$ cat config.mk
export PLATFORM = sky130hd
export DESIGN_NAME = neuron_integrate_fire
export DESIGN_NICKNAME = d
export VERILOG_FILES = /design/src/rtl/neuron_integrate_fire.sv
export SDC_FILE = /design/constraint.sdc
export NUM_CORES = 2
export LEC_CHECK = 0
export CORE_MARGIN = 2
export CORE_UTILIZATION = 68
export DETAILED_ROUTE_END_ITERATION = 12
export GPL_TIMING_DRIVEN = 0
export PLACE_DENSITY = 0.87
export SLEW_MARGIN = 10
export SYNTH_ARGS = -nofsm -noshare
export SYNTH_HDL_FRONTEND = slang
export SYNTH_SLANG_ARGS = --single-unit
$ cat constraint.sdc
create_clock -name clk -period 62.9 [get_ports clk]
set_input_delay 15.725 -clock clk [delete_from_list [all_inputs] [get_ports clk]]
set_output_delay 15.725 -clock clk [all_outputs]
set_load 0.02 [all_outputs]
$ cat src/rtl/neuron_integrate_fire.sv
// Leaky integrate-and-fire array: accumulates multiplier products per neuron and sweeps all neurons on each tick.
// Optional build macro SPIKE_REFRACTORY_EN adds a one-evaluation refractory period after each spike.
module neuron_integrate_fire #(
    parameter int NUM_NEURONS = 16,
    parameter int ID_WIDTH    = $clog2(NUM_NEURONS),
    parameter int POT_WIDTH   = 32,
    parameter int LEAK_SHIFT  = 4
) (
    input  logic                        clk,
    input  logic                        rst,
    input  logic                        issue_valid,
    input  logic [ID_WIDTH-1:0]         issue_nid,
    input  logic                        mul_done,
    input  logic [31:0]                 mul_answer,
    input  logic                        tick,
    input  logic signed [POT_WIDTH-1:0] threshold,
    input  logic signed [POT_WIDTH-1:0] reset_potential,
    output logic                        spike_valid,
    output logic [ID_WIDTH-1:0]         spike_nid,
    output logic                        busy,
    output logic [1:0]                  err
);

    typedef enum logic [1:0] {ST_IDLE, ST_WAIT, ST_SWEEP} state_t;

    localparam logic signed [POT_WIDTH-1:0] POT_MAX = {1'b0, {(POT_WIDTH-1){1'b1}}};
    localparam logic signed [POT_WIDTH-1:0] POT_MIN = {1'b1, {(POT_WIDTH-1){1'b0}}};
    localparam logic [ID_WIDTH-1:0] LAST_IDX = ID_WIDTH'(NUM_NEURONS - 1);

    state_t                      state_q, state_d;
    logic [ID_WIDTH-1:0]         idx_q, idx_d;
    logic [ID_WIDTH-1:0]         tag_q, tag_d;
    logic                        pending_q, pending_d;
    logic [1:0]                  err_q, err_d;
    logic                        spike_valid_q, spike_valid_d;
    logic [ID_WIDTH-1:0]         spike_nid_q, spike_nid_d;
    logic signed [POT_WIDTH-1:0] pot_q [NUM_NEURONS];
    logic signed [POT_WIDTH-1:0] pot_d [NUM_NEURONS];
`ifdef SPIKE_REFRACTORY_EN
    logic [NUM_NEURONS-1:0]      refr_q, refr_d;
`endif

    logic signed [POT_WIDTH-1:0] product;
    logic signed [POT_WIDTH-1:0] p;
    logic signed [POT_WIDTH-1:0] v;
    logic                        retire;

    assign product = mul_answer;

    function automatic logic signed [POT_WIDTH-1:0] sat_add(
        input logic signed [POT_WIDTH-1:0] a,
        input logic signed [POT_WIDTH-1:0] b
    );
        logic signed [POT_WIDTH:0] s;
        s = {a[POT_WIDTH-1], a} + {b[POT_WIDTH-1], b};
        if (s[POT_WIDTH] != s[POT_WIDTH-1]) begin
            return s[POT_WIDTH] ? POT_MIN : POT_MAX;
        end
        return s[POT_WIDTH-1:0];
    endfunction

    always_comb begin
        state_d       = state_q;
        idx_d         = idx_q;
        tag_d         = tag_q;
        pending_d     = pending_q;
        err_d         = err_q;
        spike_valid_d = 1'b0;
        spike_nid_d   = spike_nid_q;
        pot_d         = pot_q;
`ifdef SPIKE_REFRACTORY_EN
        refr_d        = refr_q;
`endif
        p      = '0;
        v      = '0;
        retire = mul_done && pending_q;

        if ((mul_done && !pending_q) || (issue_valid && pending_q && !mul_done)) begin
            err_d[0] = 1'b1;
        end
        if (tick && state_q != ST_IDLE) begin
            err_d[1] = 1'b1;
        end

        // Retire first so a same-cycle issue can reuse the single tag slot.
        if (retire) begin
            pending_d = 1'b0;
`ifdef SPIKE_REFRACTORY_EN
            if (!refr_q[tag_q])
`endif
            pot_d[tag_q] = sat_add(pot_q[tag_q], product);
        end
        if (issue_valid && (!pending_q || mul_done)) begin
            tag_d     = issue_nid;
            pending_d = 1'b1;
        end

        case (state_q)
            ST_IDLE: begin
                if (tick) begin
                    state_d = pending_q ? ST_WAIT : ST_SWEEP;
                    idx_d   = '0;
                end
            end
            ST_WAIT: begin
                if (!pending_d) begin
                    state_d = ST_SWEEP;
                    idx_d   = '0;
                end
            end
            ST_SWEEP: begin
                // Reading pot_d folds in a product retiring to this same neuron.
                p = pot_d[idx_q];
                v = p - (p >>> LEAK_SHIFT);
`ifdef SPIKE_REFRACTORY_EN
                if (refr_q[idx_q]) begin
                    pot_d[idx_q]  = v;
                    refr_d[idx_q] = 1'b0;
                end else
`endif
                if (v >= threshold) begin
                    pot_d[idx_q]  = reset_potential;
                    spike_valid_d = 1'b1;
                    spike_nid_d   = idx_q;
`ifdef SPIKE_REFRACTORY_EN
                    refr_d[idx_q] = 1'b1;
`endif
                end else begin
                    pot_d[idx_q] = v;
                end
                if (idx_q == LAST_IDX) begin
                    state_d = ST_IDLE;
                end else begin
                    idx_d = idx_q + 1'b1;
                end
            end
            default: state_d = ST_IDLE;
        endcase
    end

    always_ff @(posedge clk or posedge rst) begin
        if (rst) begin
            state_q       <= ST_IDLE;
            idx_q         <= '0;
            tag_q         <= '0;
            pending_q     <= 1'b0;
            err_q         <= '0;
            spike_valid_q <= 1'b0;
            spike_nid_q   <= '0;
            for (int i = 0; i < NUM_NEURONS; i++) begin
                pot_q[i] <= '0;
            end
`ifdef SPIKE_REFRACTORY_EN
            refr_q        <= '0;
`endif
        end else begin
            state_q       <= state_d;
            idx_q         <= idx_d;
            tag_q         <= tag_d;
            pending_q     <= pending_d;
            err_q         <= err_d;
            spike_valid_q <= spike_valid_d;
            spike_nid_q   <= spike_nid_d;
            pot_q         <= pot_d;
`ifdef SPIKE_REFRACTORY_EN
            refr_q        <= refr_d;
`endif
        end
    end

    assign spike_valid = spike_valid_q;
    assign spike_nid   = spike_nid_q;
    assign busy        = (state_q != ST_IDLE);
    assign err         = err_q;

endmodule

==> summary.md, run 1 <==
| Metric | Value |
|---|---|
| Status | stopped before the end |
| Failed at | global routing |
| Log Error | [ERROR GRT-0116] Global routing finished with congestion. Check the congestion regions in the DRC Viewer. |
| Synth top cells by count | o21ai_0 (685), nand2_1 (635), dfrtp_1 (530) |
| Initial Utilization | 68.51% |
| Remaining global-route overflow | 586 |
| Syn Inst Count | 4,676 |
| Clock sink count | 530 |
| Largest net degree at the start of global routing | 120 |
| Std-Cell Rows | 88 |
| Synth area leaders | dfrtp_1 (34%), mux4_2 (9.6%), o21ai_0 (8.7%) |
| Vias in the first global route | 50,680 |
| # Post-CTS Setup Buffers | 0 |
| Synth Flop Type | dfrtp_1 |
| Mapped Nets | 4,882 |
| Netlist cell types | 108 |
| Post-Syn Area | 0.03938 mm2 |
| Max Root-Sink Buffers | 3 |
| Die width | 244.6 um |
| Syn_area_per_cell | 8.421 um2 |
| Die height | 244.6 um |
| IO Pins | 113 |
| Synth Register Bits | 530 |
| # hold bufs at CTS | 0 |
| Async SR Flop Fraction | 100.0% |
| EDFF count, synth | 0 |
| Hpwl dp | 162,400 um |
| Syn. warnings | 0 |
| Inst Count DP | 5,559 |
| Placer congestion estimate | 1.490 |
| Most frequent cell after synthesis | o21ai_0 |
| Port bufs | 112 |
| Total Routing Usage GR | 84.94% |
| Root Driver | clkbuf_16 |
| Top-area cell type share of the netlist area | 33.68% |
| First-pass GRT wire length | 369,700 um |
| Seq/Total Area, Yosys | 33.68% |
| Htree depth | 2 |
| Area leader, netlist | dfrtp_1 |
| Cts repair resizes | 0 |
| CTS Buf Count | 56 |
==> stage by stage <==
stage                     setup slack [ns]  area [um2]  hold WS [ns]
after floorplan                      32.36       39380        0.4776
after global placement               25.81       41450        0.4455
after detailed placement             34.17       41610        0.4703
after CTS                            34.77       43370        0.4853
==> layer usage <==
metal	track usage [%]	overflow
met5	66.67	8
met4	80.00	178
met3	80.13	73
met2	94.23	265
met1	83.63	62
==> cells by family after synthesis <==
family	Yosys count	synth area share, %
compound gates	1779	28.04
xor+xnor	44	0.9787
fa+ha+maj	107	3.403
buf+inv	503	5.221
flops	530	33.68
mux	325	13.71
simple gates	1388	14.97
==> run 2: changes to the inputs <==
- CORE_UTILIZATION: 68 -> 40
- PLACE_DENSITY: 0.87 -> default
- PLACE_DENSITY_LB_ADDON: default -> 0.15
==> run 2 against run 1 <==
Effect of this change: the flow now finishes, with violations (capacitance limit, slew limit); synthesized area is the same; synthesized cell count is the same.
==> summary.md, run 2 <==
| Metric | Value |
|---|---|
| Status | complete, but fails checks |
| Failing checks | capacitance limit, slew limit |
| Initial DRC count | 8,744 |
| Top reg by flops | pot_q |
| Root Driver | clkbuf_16 |
| Fin crit share | 50.54% |
| Hpwl dp | 224,100 um (+38%) |
| Compound-Gate Fraction of Synth Area | 28.04% (unchanged) |
| Die width | 317.8 um (+30%) |
| Setup tns final | 0 ns |
| Remaining global-route overflow | 0 |
| Std-Cell Rows | 115 (+31%) |
| Finished Layout Cells | 6,249 |
| M3 GR Usage | 34.43% |
| Max FFs per register | 512 |
| Most common cell after layout, fill and taps aside | o21ai_0 |
| Final min period | 31.79 ns |
| Seq/Total Area, Yosys | 33.68% (unchanged) |
| Share of cells above drive strength 1 | 10.70% |
| Cts repair resizes | 0 (unchanged) |
| Largest family of logic cells by synthesized area | compound AO/OA/AOI/OAI gates |
| Worst setup path category | primary input to register |
| Die area | 0.1010 mm2 |
| IO Pins | 113 (unchanged) |
| Syn Inst Count | 4,676 (unchanged) |
| Final worst slack | 31.11 ns |
| Post-Syn Area | 0.03938 mm2 (unchanged) |
| Post-synthesis xor/xnor area fraction | 0.9787% (unchanged) |
| Vias in the first global route | 42,430 |
| Slew Limit Headroom | -8.549% |
| Drt total wl | 291,100 um |
| Top-area cell type share of the netlist area | 33.68% (unchanged) |
| Drt drc | 0 |
| Clk_lat worst skew | 0.67 ns |
| Data arrival, critical path | 32.23 ns |
| Mapped Nets | 4,882 (unchanged) |
| Worst slew pin tran | 1.587 ns |
| Pre-CTS WS | 31.40 ns (-2.772 ns) |
| M2 GR Usage | 74.45% |
| TritonRoute pass-1 iters | 8 |
| Max Root-Sink Buffers | 3 (unchanged) |
| Setup Skew | 0.01976 ns |
| Worst EP required | 63.34 ns |
| # Post-CTS Setup Buffers | 0 (unchanged) |
| First-pass GRT wire length | 379,800 um |
| Delay of the slowest cell on the worst path | 1.24 ns |
| Worst Hold Class | register to register |
| Port bufs | 112 (unchanged) |
| Fin. Hold Viols | 0 |
| Mux cell area share after synthesis | 13.71% (unchanged) |
| Netlist cell types | 108 (unchanged) |
| Syn_area_per_cell | 8.421 um2 (unchanged) |
| Core footprint | 0.09799 mm2 |
| Antenna viol nets, final | 0 |
| Commonest cells after routing, fill and taps aside | o21ai_0 (684), nand2_1 (635), dfrtp_1 (530), nor2_1 (455), a21oi_1 (391) |
| Max Clock Freq | 31.46 MHz |
| Synth area leaders | dfrtp_1 (34%), mux4_2 (9.6%), o21ai_0 (8.7%) |
| Area leader, netlist | dfrtp_1 |
| Largest net degree at the start of global routing | 97 |
| Final setup fails | 0 |
| Top Usage Layer GRT | met2 |
| Clock sink count | 530 (unchanged) |
| Clock slew at reported path FFs | 0.06 ns |
| Crit Path Max Fanout | 10 |
| Htree depth | 3 (+1) |
| Drt wl/cell | 46.59 um |
| Placer congestion estimate | 1.192 (-20%) |
| Slowest cell on the critical path | mux2i_1 |
| Via count | 46,790 |
| Area grow syn2layout | 13.95% |
| Synth top cells by count | o21ai_0 (685), nand2_1 (635), dfrtp_1 (530) |
| CP endpoint kind | register |
| Synth Area in Adders | 3.403% (unchanged) |
| # hold bufs at CTS | 0 (unchanged) |
| Inst Count DP | 6,090 (+9.6%) |
| Antenna violations before repair | 35 |
| Max Cap Viol | 11 |
| Setup crit start kind | primary input |
| Syn. warnings | 0 (unchanged) |
| Met1 usage | 63.53% |
| CTS Buf Count | 69 (+23%) |
| CTS tree | built |
| EDFF count, synth | 0 (unchanged) |
| Synth Flop Type | dfrtp_1 |
| Async SR Flop Fraction | 100.0% (unchanged) |
| Fin. max-slew vios | 53 |
| Synth Register Bits | 530 (unchanged) |
| Total Routing Usage GR | 55.81% |
| # fillers | 9,873 |
| Final net count | 5,082 |
| Simple-Gate Fraction of Synth Area | 14.97% (unchanged) |
| Die height | 317.8 um (+30%) |
| Most frequent cell after synthesis | o21ai_0 |
| Initial Utilization | 40.19% (-28 points) |
| Via density | 7.488 |
| RSZ-0062 raised after global routing | no |
-- run 2: critical path: cells and delay by family --
family / cells / cell delay, ns
AOI/OAI and AO/OA: 13 / 7.16
adders and majority gates: 4 / 1.36
buffers and inverters: 5 / 2.38
xor gates and xnor gates: 1 / 0.76
and+or+nand+nor: 11 / 3.31
muxes: 2 / 1.39
-- run 2: cell type report --
cell class                      count  area, um2  share of cell area [%]
Clock buffer                      108       2116                   4.716
Buffer                            436       1859                   4.144
Tap cell                         1287       1610                   3.589
Multi-Input combinational cell   3643      24170                   53.86
Antenna cell                       36      90.09                  0.2008
Clock inverter                     13      95.09                  0.2119
Timing Repair Buffer              129       1409                   3.140
Inverter                           67      259.0                  0.5772
Sequential cell                   530      13260                   29.56
-- run 2: routing by layer --
| metal | wire length, um | up-vias | share of wire (%) |
|---|---|---|---|
| met5 | 388 | - | 0.13 |
| met4 | 28640 | 34 | 9.8 |
| met3 | 50920 | 1346 | 17 |
| met2 | 110700 | 4834 | 38 |
| met1 | 100500 | 22790 | 35 |
| li1 | - | 17790 | - |
-- run 2: cell families (layout without fill, tap and decap cells) --
| group | Yosys count | after routing |
|---|---|---|
| adders and majority gates | 107 | 107 |
| and+or+nand+nor | 1388 | 1388 |
| other | 0 | 36 |
| DFF | 530 | 530 |
| AOI/OAI and AO/OA | 1779 | 1779 |
| muxes | 325 | 325 |
| xor gates and xnor gates | 44 | 44 |
| buffers and inverters | 503 | 753 |
-- run 2: stage by stage --
step                      cell area (um2)  util (%)  hold slack (ns)
after CTS                           44710     45.62           0.4643
after global placement              42110     42.97           0.4459
after detailed placement            42490     43.37           0.4478
after floorplan                     39380         -           0.4776
after global routing                44790     45.71           0.4843
final                               44870     45.79           0.4635
-- run 2: worst paths after layout --
path / start / to / slack (ns) / cells after the start
setup / recovery: mul_answer[0] / pot_q[207] / 31.11 / 36
min in group asynchronous: rst / pot_q[36] / 15.47 / 2
setup reg to reg: tag_q[0] / pot_q[207] / 42.65 / 40
hold / removal: err[1] / err[1] / 0.46 / 1
hold reg to reg: err[1] / err[1] / 0.46 / 1
max in group asynchronous: rst / pot_q[282] / 45.82 / 5
Power of run 2 is not shown: default switching activity piles up to over one toggle a cycle in this logic, so the estimate is an artifact.
